## src/rtl/mem_stage_lsu.sv

```systemverilog
// Memory stage of the 5-stage RISC-V pipeline: latches the EX result and runs
// load/store accesses over a req/ack handshake, with misalignment and timeout detection.
module mem_stage_lsu #(
   parameter int unsigned TIMEOUT = 16
) (
   input  logic        clk,
   input  logic        rst,
   input  logic        EX_valid,
   input  logic        EX_wr_en,
   input  logic [4:0]  EX_rd_sel,
   input  logic [31:0] EX_alu_val,
   input  logic [31:0] EX_store_val,
   input  logic        EX_mem_rd,
   input  logic        EX_mem_wr,
   input  logic [2:0]  EX_funct3,
   input  logic        flush,
   output logic        dmem_req,
   output logic        dmem_we,
   output logic [31:0] dmem_addr,
   output logic [3:0]  dmem_be,
   output logic [31:0] dmem_wdata,
   input  logic        dmem_ack,
   input  logic [31:0] dmem_rdata,
   output logic        MEM_wr_en,
   output logic [4:0]  MEM_rd_sel,
   output logic [31:0] MEM_rd_val,
   output logic        mem_stall,
   output logic        misalign_err,
   output logic        bus_err
);
   localparam int unsigned WCNT_W = $clog2(TIMEOUT);
   localparam logic [WCNT_W-1:0] WCNT_LAST = WCNT_W'(TIMEOUT - 1);

   typedef enum logic { IDLE, ACCESS } state_t;

   // Access size code: 00 byte, 01 half, 10 word. Undefined funct3 falls back to word.
   function automatic logic [1:0] acc_size(input logic wr, input logic [2:0] f3);
      logic [1:0] sz;
      sz = 2'b10;
      if (wr) begin
         if (f3 == 3'b000)      sz = 2'b00;
         else if (f3 == 3'b001) sz = 2'b01;
      end else begin
         if (f3[1:0] == 2'b00)      sz = 2'b00;
         else if (f3[1:0] == 2'b01) sz = 2'b01;
      end
      return sz;
   endfunction

   function automatic logic misaligned(input logic [1:0] sz, input logic [1:0] a);
      return ((sz == 2'b01) && a[0]) || ((sz == 2'b10) && (a != 2'b00));
   endfunction

   logic              s_valid, s_wr_en, s_rd, s_wr;
   logic [4:0]        s_rd_sel;
   logic [31:0]       s_addr, s_wdata;
   logic [2:0]        s_funct3;
   logic [WCNT_W-1:0] wcnt, wcnt_n;
   state_t            state, state_n;
   logic              bus_err_n;
   logic              ex_access;
   logic [31:0]       lane;
   logic [31:0]       load_val;

   assign misalign_err = s_valid & (s_rd | s_wr) &
                         misaligned(acc_size(s_wr, s_funct3), s_addr[1:0]);
   // bus_err marks the cycle after an abandoned access; the stage is empty then anyway.
   assign dmem_req  = s_valid & (s_rd | s_wr) & ~misalign_err & ~bus_err;
   assign mem_stall = dmem_req & ~dmem_ack;
   assign ex_access = EX_valid & ~flush & (EX_mem_rd | EX_mem_wr) &
                      ~misaligned(acc_size(EX_mem_wr, EX_funct3), EX_alu_val[1:0]);

   always_comb begin
      state_n   = state;
      wcnt_n    = wcnt;
      bus_err_n = 1'b0;
      if (!mem_stall) begin
         wcnt_n  = '0;
         state_n = ex_access ? ACCESS : IDLE;
      end else if (flush) begin
         wcnt_n  = '0;
         state_n = IDLE;
      end else if (wcnt == WCNT_LAST) begin
         wcnt_n    = '0;
         state_n   = IDLE;
         bus_err_n = 1'b1;
      end else begin
         wcnt_n = wcnt + 1'b1;
      end
   end

   always_ff @(posedge clk or posedge rst) begin
      if (rst) begin
         state    <= IDLE;
         wcnt     <= '0;
         bus_err  <= 1'b0;
         s_valid  <= 1'b0;
         s_wr_en  <= 1'b0;
         s_rd_sel <= '0;
         s_addr   <= '0;
         s_wdata  <= '0;
         s_rd     <= 1'b0;
         s_wr     <= 1'b0;
         s_funct3 <= '0;
      end else begin
         state   <= state_n;
         wcnt    <= wcnt_n;
         bus_err <= bus_err_n;
         if (!mem_stall) begin
            s_valid  <= EX_valid & ~flush;
            s_wr_en  <= EX_wr_en;
            s_rd_sel <= EX_rd_sel;
            s_addr   <= EX_alu_val;
            s_wdata  <= EX_store_val;
            s_rd     <= EX_mem_rd;
            s_wr     <= EX_mem_wr;
            s_funct3 <= EX_funct3;
         end else if (flush || wcnt == WCNT_LAST) begin
            s_valid <= 1'b0;
         end
      end
   end

   always_comb begin
      dmem_we    = 1'b0;
      dmem_addr  = '0;
      dmem_be    = '0;
      dmem_wdata = '0;
      if (dmem_req) begin
         dmem_we   = s_wr;
         dmem_addr = {s_addr[31:2], 2'b00};
         dmem_be   = 4'b1111;
         if (s_wr) begin
            dmem_wdata = s_wdata;
            if (s_funct3 == 3'b000) begin
               dmem_be    = 4'b0001 << s_addr[1:0];
               dmem_wdata = {4{s_wdata[7:0]}};
            end else if (s_funct3 == 3'b001) begin
               dmem_be    = 4'b0011 << s_addr[1:0];
               dmem_wdata = {2{s_wdata[15:0]}};
            end
         end
      end
   end

   always_comb begin
      lane = dmem_rdata >> {s_addr[1:0], 3'b000};
      case (s_funct3)
         3'b000:  load_val = {{24{lane[7]}}, lane[7:0]};
         3'b001:  load_val = {{16{lane[15]}}, lane[15:0]};
         3'b100:  load_val = {24'd0, lane[7:0]};
         3'b101:  load_val = {16'd0, lane[15:0]};
         default: load_val = dmem_rdata;
      endcase
   end

   assign MEM_wr_en  = s_valid & s_wr_en & ~mem_stall & ~misalign_err & ~s_wr;
   assign MEM_rd_sel = s_valid ? s_rd_sel : '0;
   assign MEM_rd_val = !s_valid ? '0 : (s_rd ? load_val : s_addr);

endmodule

```

## config.mk

```make
export PLATFORM = sky130hd
export DESIGN_NAME = mem_stage_lsu
export DESIGN_NICKNAME = d
export VERILOG_FILES = /design/src/rtl/mem_stage_lsu.sv
export SDC_FILE = /design/constraint.sdc
export NUM_CORES = 1
export LEC_CHECK = 0
export ABC_AREA = 1
export CAP_MARGIN = 5
export CORE_MARGIN = 2
export CORE_UTILIZATION = 40
export CTS_BUF_LIST = sky130_fd_sc_hd__clkbuf_4
export DETAILED_ROUTE_END_ITERATION = 12
export GPL_ROUTABILITY_DRIVEN = 0
export PLACE_DENSITY = 0.77
export SETUP_SLACK_MARGIN = 0.02
export SLEW_MARGIN = 20
export SYNTH_ARGS = -nofsm -noshare
export SYNTH_HDL_FRONTEND = slang
export SYNTH_SLANG_ARGS = --single-unit
```

## constraint.sdc

```tcl
create_clock -name clk -period 2.9 [get_ports clk]
set_input_delay 0.58 -clock clk [delete_from_list [all_inputs] [get_ports clk]]
set_output_delay 0.58 -clock clk [all_outputs]
set_load 0.01 [all_outputs]
```

; Yosys cells after proc, flatten, opt, wreduce, memory -nomap -nowiden
; Cells that the tools add are included.
; W data, S select, Z words.
[totals]
register_bits = 81
output_inout_bits = 111
wordCells = 73
[op_classes]
addsub = 1
eq_ne = 8
shifts = 3
muxes = 27
bitwise = 17
reduce_logical = 7
[ops]
columns = op, count
row1 = $mux W32, 7
row2 = $pmux W32 S4, 1
row3 = $shr A32 B5 Y16, 1
row4 = $mux W4, 7
row5 = $and A1 B1 Y1, 10
row6 = $mux W2, 5
row7 = $eq A3 B3 Y1 const B, 2
row8 = $mux W1, 6
row9 = $not A1 Y1, 6
row10 = $mux W5, 1
row11 = $add A4 B1 Y4 const B, 1
row12 = $eq A2 B1 Y1 const B, 2
row13 = $eq A4 B4 Y1 const B, 1
row14 = $shl A1 B2 Y4 const A, 1
row15 = $shl A2 B2 Y4 const A, 1
row16 = $eq A3 B1 Y1 const B, 1
row17 = $logic_not A3 Y1, 1
row18 = $eq A2 B2 Y1 const B, 1
row19 = $logic_and A1 B1 Y1, 2
row20 = $logic_not A2 Y1, 1
row21 = $logic_or A1 B1 Y1, 2
row22 = $ne A2 B1 Y1 const B, 1
row23 = $reduce_bool A2 Y1, 1
row24 = $or A1 B1 Y1, 1

; Depth between registers and ports, before layout
[logic_depth]
ltp_word = 16
depth_mapped = 13
ltp_nobuf = 9

; Least setup slack after synthesis
; No wires, ideal clock.
[synth_path]
path_type = flip-flop to output port
startpoint = register s_addr[1]
endpoint = output port dmem_wdata[20]
arrival_time_ps = 2141
t_required_ps = 2320
path_slack_ps = 179
stages_incl_launch_ff = 12
path_cell_list = dfrtp_1 -> buf_2 -> clkinv_1 -> clkbuf_1 -> ha_1 -> a21oi_1 -> nor2_2 -> nand2_4 -> nor2_4 -> inv_2 -> buf_6 -> a211oi_2
[synth_between]
elab_chain_cells = 8
[synth_lines]
columns = item, line_no
row1 = start: declaration, 56  ; logic [31:0] s_addr, s_wdata;
row2 = start signal: assignment, 113  ; s_addr <= EX_alu_val;
row3 = $reduce_bool A2 Y1, 51  ; return ((sz == 2'b01) && a[0]) || ((sz == 2'b10) && (a != 2'b00));
row4 = $logic_and A1 B1 Y1, 51
row5 = $logic_or A1 B1 Y1, 51
row6 = $and A1 B1 Y1, 65  ; assign misalign_err = s_valid & (s_rd | s_wr) &
row7 = $not A1 Y1, 68  ; assign dmem_req = s_valid & (s_rd | s_wr) & ~misalign_err & ~bus_err;
row8 = $and A1 B1 Y1 (2 in a row), 68
row9 = $mux W32, 129  ; if (dmem_req) begin
row10 = end: declaration, 21  ; output logic [31:0] dmem_wdata,
; No other way between the ends.

; Worst setup path in the final report
[layout_path]
startpoint = register s_addr[0]
endpoint = output port MEM_rd_val[10]
[layout_between]
elab_chain_cells = 4
[layout_lines]
columns = item, line_no
row1 = $shr A32 B5 Y16, 147  ; lane = dmem_rdata >> {s_addr[1:0], 3'b000};
row2 = $pmux W32 S4, 148  ; case (s_funct3)
row3 = $mux W32 (2 in a row), 159  ; assign MEM_rd_val = !s_valid ? '0 : (s_rd ? load_val : s_addr);
row4 = end: declaration, 26  ; output logic [31:0] MEM_rd_val,
; No other way between the ends.

==> flow_summary_export.csv <==
group,metric,value,unit
run_status,outcome,"completed",
clocking,cts-root-buf,"clkbuf_4",
hold_path,whs_path_depth,1,
floorplanning,fp.dieH,117,um
sta,rsz0062_at_grt,"yes",
critical_path,path_max_fanout,10,
routing,antenna_left,0,
synth,synth_top_area_cell,"dfrtp_1",
critical_path,crit_path_start_kind,"flop",
routing,dr.pass1.iters,5,
global_routing,grt_overflow,0,
hold_path,min-delay-start,"wcnt[0]",
clocking,cts_buffers,9,
synth,synth_area_leaders,"dfrtp_1 (40%), nand2_1 (17%), inv_1 (6.9%)",
clocking,h-tree-depth,3,
synth,seq_area_frac_synth,40.0,%
hold_path,worstHoldEndpoint,"wcnt[0]",
synth,synth_top_area_share,40.0,%
sta,fmax,349,MHz
sta,finClkSkew,0.0175,ns
place,hpwl,12800,um
critical_path,cp.required,2.32,ns
floorplanning,die_x,117,um
routing,drt-initial-drc-count,520,
floorplanning,initial_utilization,40.5,%
pwr,peakVddDrop,0.000241,V
job,max-cap-violations,0,
synth,synth_area,0.00507,sq mm
sta,hold_ws,0.464,ns
floorplanning,core,0.0125,sq mm
pwr,power_leakage,4.04,nW
critical_path,rr_startpoint,"s_addr[0]",
global_routing,grt_first_pass_wirelength,26800,um
synth,syn_inst,754,
global_routing,grt_max_degree,82,
critical_path,r2r_end,"s_addr[31]",
clocking,clock_sinks,81,
layout,drive_gt1_share,15.5,%
synth,ys_warn_count,0,
sta,setup-violations-final,0,
clocking,clk_latency,0.46,ns
clocking,path_clk_slew,0.15,ns
global_routing,antenna_found_initial,1,
hold_path,hp-class,"reg -> reg",
clocking,cts_tree,"yes",
routing,drt-wirelength-per-cell,15.4,um
global_routing,grt_pass1_vias,5194,
floorplanning,boundaryPins,223,
synth,avgSynthCellArea,6.73,sq um
critical_path,cp-end-kind,"output port",
layout,fin_util,60.4,%
place,port_buffers,220,
sta,fin_crit_sh,98.9,%
routing,finalWirelength,17800,um
critical_path,reg2reg_depth,13,
routing,num_vias,5618,
sta,min_period,2.87,ns
sta,slew_viol_final,0,
layout,syn2layout_area_growth,49.1,%
critical_path,path_class,"reg -> out",
layout,nNetsFinal,1095,
routing,drc,0,
floorplanning,die_area,0.0136,sq mm
floorplanning,num_rows,41,
sta,final-hold-violation-count,0,
critical_path,arrival,2.29,ns
critical_path,r2r_slack,0.56,ns
global_routing,grt_usage,25.5,%
clocking,clock_path_buffers,2,
synth,yosys.cell_types.count,35,
clocking,cts_hold_buf,0,
synth,ys_ff_latch,81,
routing,vias_per_cell,4.86,
pwr,p_per_area,376,mW/mm^2
## how the worst max path moves through the flow
stage / startpoint / endpoint / slack, ns / cells past startpoint
6_report: s_addr[0] / MEM_rd_val[10] / 0.03 / 9
5_1_grt: s_addr[0] / MEM_rd_val[10] / -0.11 / 9
4_1_cts: s_addr[0] / dmem_wdata[29] / 0.005 / 11
3_5_place_dp: dmem_rdata[15] / MEM_rd_val[25] / -0.20 / 8
3_3_place_gp: dmem_rdata[15] / MEM_rd_val[31] / -0.14 / 10
2_1_floorplan: s_addr[1] / dmem_wdata[20] / 0.18 / 11
## flip-flops by register name, summed over array words and instances, names as in the netlist
signal	flops
wcnt	4
s_wr	1
s_wdata	32
s_funct3	3
bus_err	1
s_rd_sel	5
s_rd	1
s_wr_en	1
s_valid	1
s_addr	32
## report_power, final
part / switching [mW] / internal (mW)
clock: 0.442 / 0.272
sequential: 0.0458 / 1.21
combinational: 0.482 / 0.392
total: 0.970 / 1.87
## synthesized netlist by cell type, drive strengths merged
| master | count |
|---|---|
| nand2 | 230 |
| o21ai | 110 |
| inv | 99 |
| dfrtp | 81 |
| nor2 | 74 |
| a21oi | 42 |
| buf | 37 |
| nand3 | 28 |
| clkbuf | 11 |
| a31oi | 10 |
| a211oi | 9 |
| o22ai | 6 |
| ha | 5 |
| clkinv | 2 |
| nor3 | 2 |
| a221oi | 1 |
| conb | 1 |
| nand4 | 1 |
| o2111ai | 1 |
| o31ai | 1 |
| or2 | 1 |
| xnor2 | 1 |
| xor2 | 1 |
## placed cells by master, fill, tap and decap left out, types with 26 or more instances in the layout
cell type	netlist	layout
a21oi_1	42	41
clkbuf_2	0	54
clkdlybuf4s50_1	0	117
dfrtp_1	81	79
inv_1	93	90
nand2_1	227	225
nand3_1	27	26
nor2_1	71	69
o21ai_0	49	45
o21ai_1	61	65
## final cells by class
type	instances	area, sq um
Antenna cell	1	2.50
Clock buffer	9	67.6
Clock inverter	7	78.8
Fill cell	1263	4960
Inverter	101	390
Multi-Input combinational cell	525	2460
Sequential cell	81	2030
Tap cell	172	215
Timing Repair Buffer	260	2310
## kinds of logic (layout without fill, tap and decap cells)
group / after synthesis / in the layout / synth area share [%]
simple gates: 336 / 336 / 26.5
flops: 81 / 81 / 40.0
compound gates: 180 / 180 / 19.2
other cells: 1 / 3 / 0.0739
xor+xnor: 2 / 2 / 0.345
buf+inv: 149 / 377 / 12.7
fa+ha+maj: 5 / 5 / 1.23
## critical path: stages (launching register included)
cell,delay [ns]
dfrtp_2,0.48
inv_2,0.11
buf_6,0.16
nand2_1,0.17
o22ai_1,0.24
nand2_1,0.10
nand2_1,0.07
o21ai_0,0.09
a21oi_1,0.13
dlygate4sd2_1,0.28
## repair_timing
action                     4_1_cts  5_1_grt
buffers inserted                 4        5
cloned                           1        1
pin swaps                        2        3
setup endpoints to repair      103       85
gates resized for setup        138      153
## per-layer routing
layer	part of all wire, %	up-vias	global-route usage (%)	wire length [um]
met2	46	209	39.7	8160
met4	3.7	0	12.4	661
li1	-	2833	-	-
met1	44	2525	34.1	7760
met5	0	-	0	0
met3	6.6	51	5.19	1170
## stage by stage
step | cells | setup WS (ns) | area, sq um | TNS, ns | power [mW]
floorplan | 755 | 0.179 | 5070 | 0 | 1.71
global placement | 1129 | -0.141 | 7540 | -2.46 | 2.14
detailed placement | 1129 | -0.195 | 7540 | -3.26 | 2.15
CTS | 1150 | 0.00456 | 7640 | 0 | 2.85
global route | 1156 | -0.105 | 7560 | -0.939 | 3.01
finish | 1156 | 0.0309 | 7560 | 0 | 2.84
(Power assumes the default switching activity.)
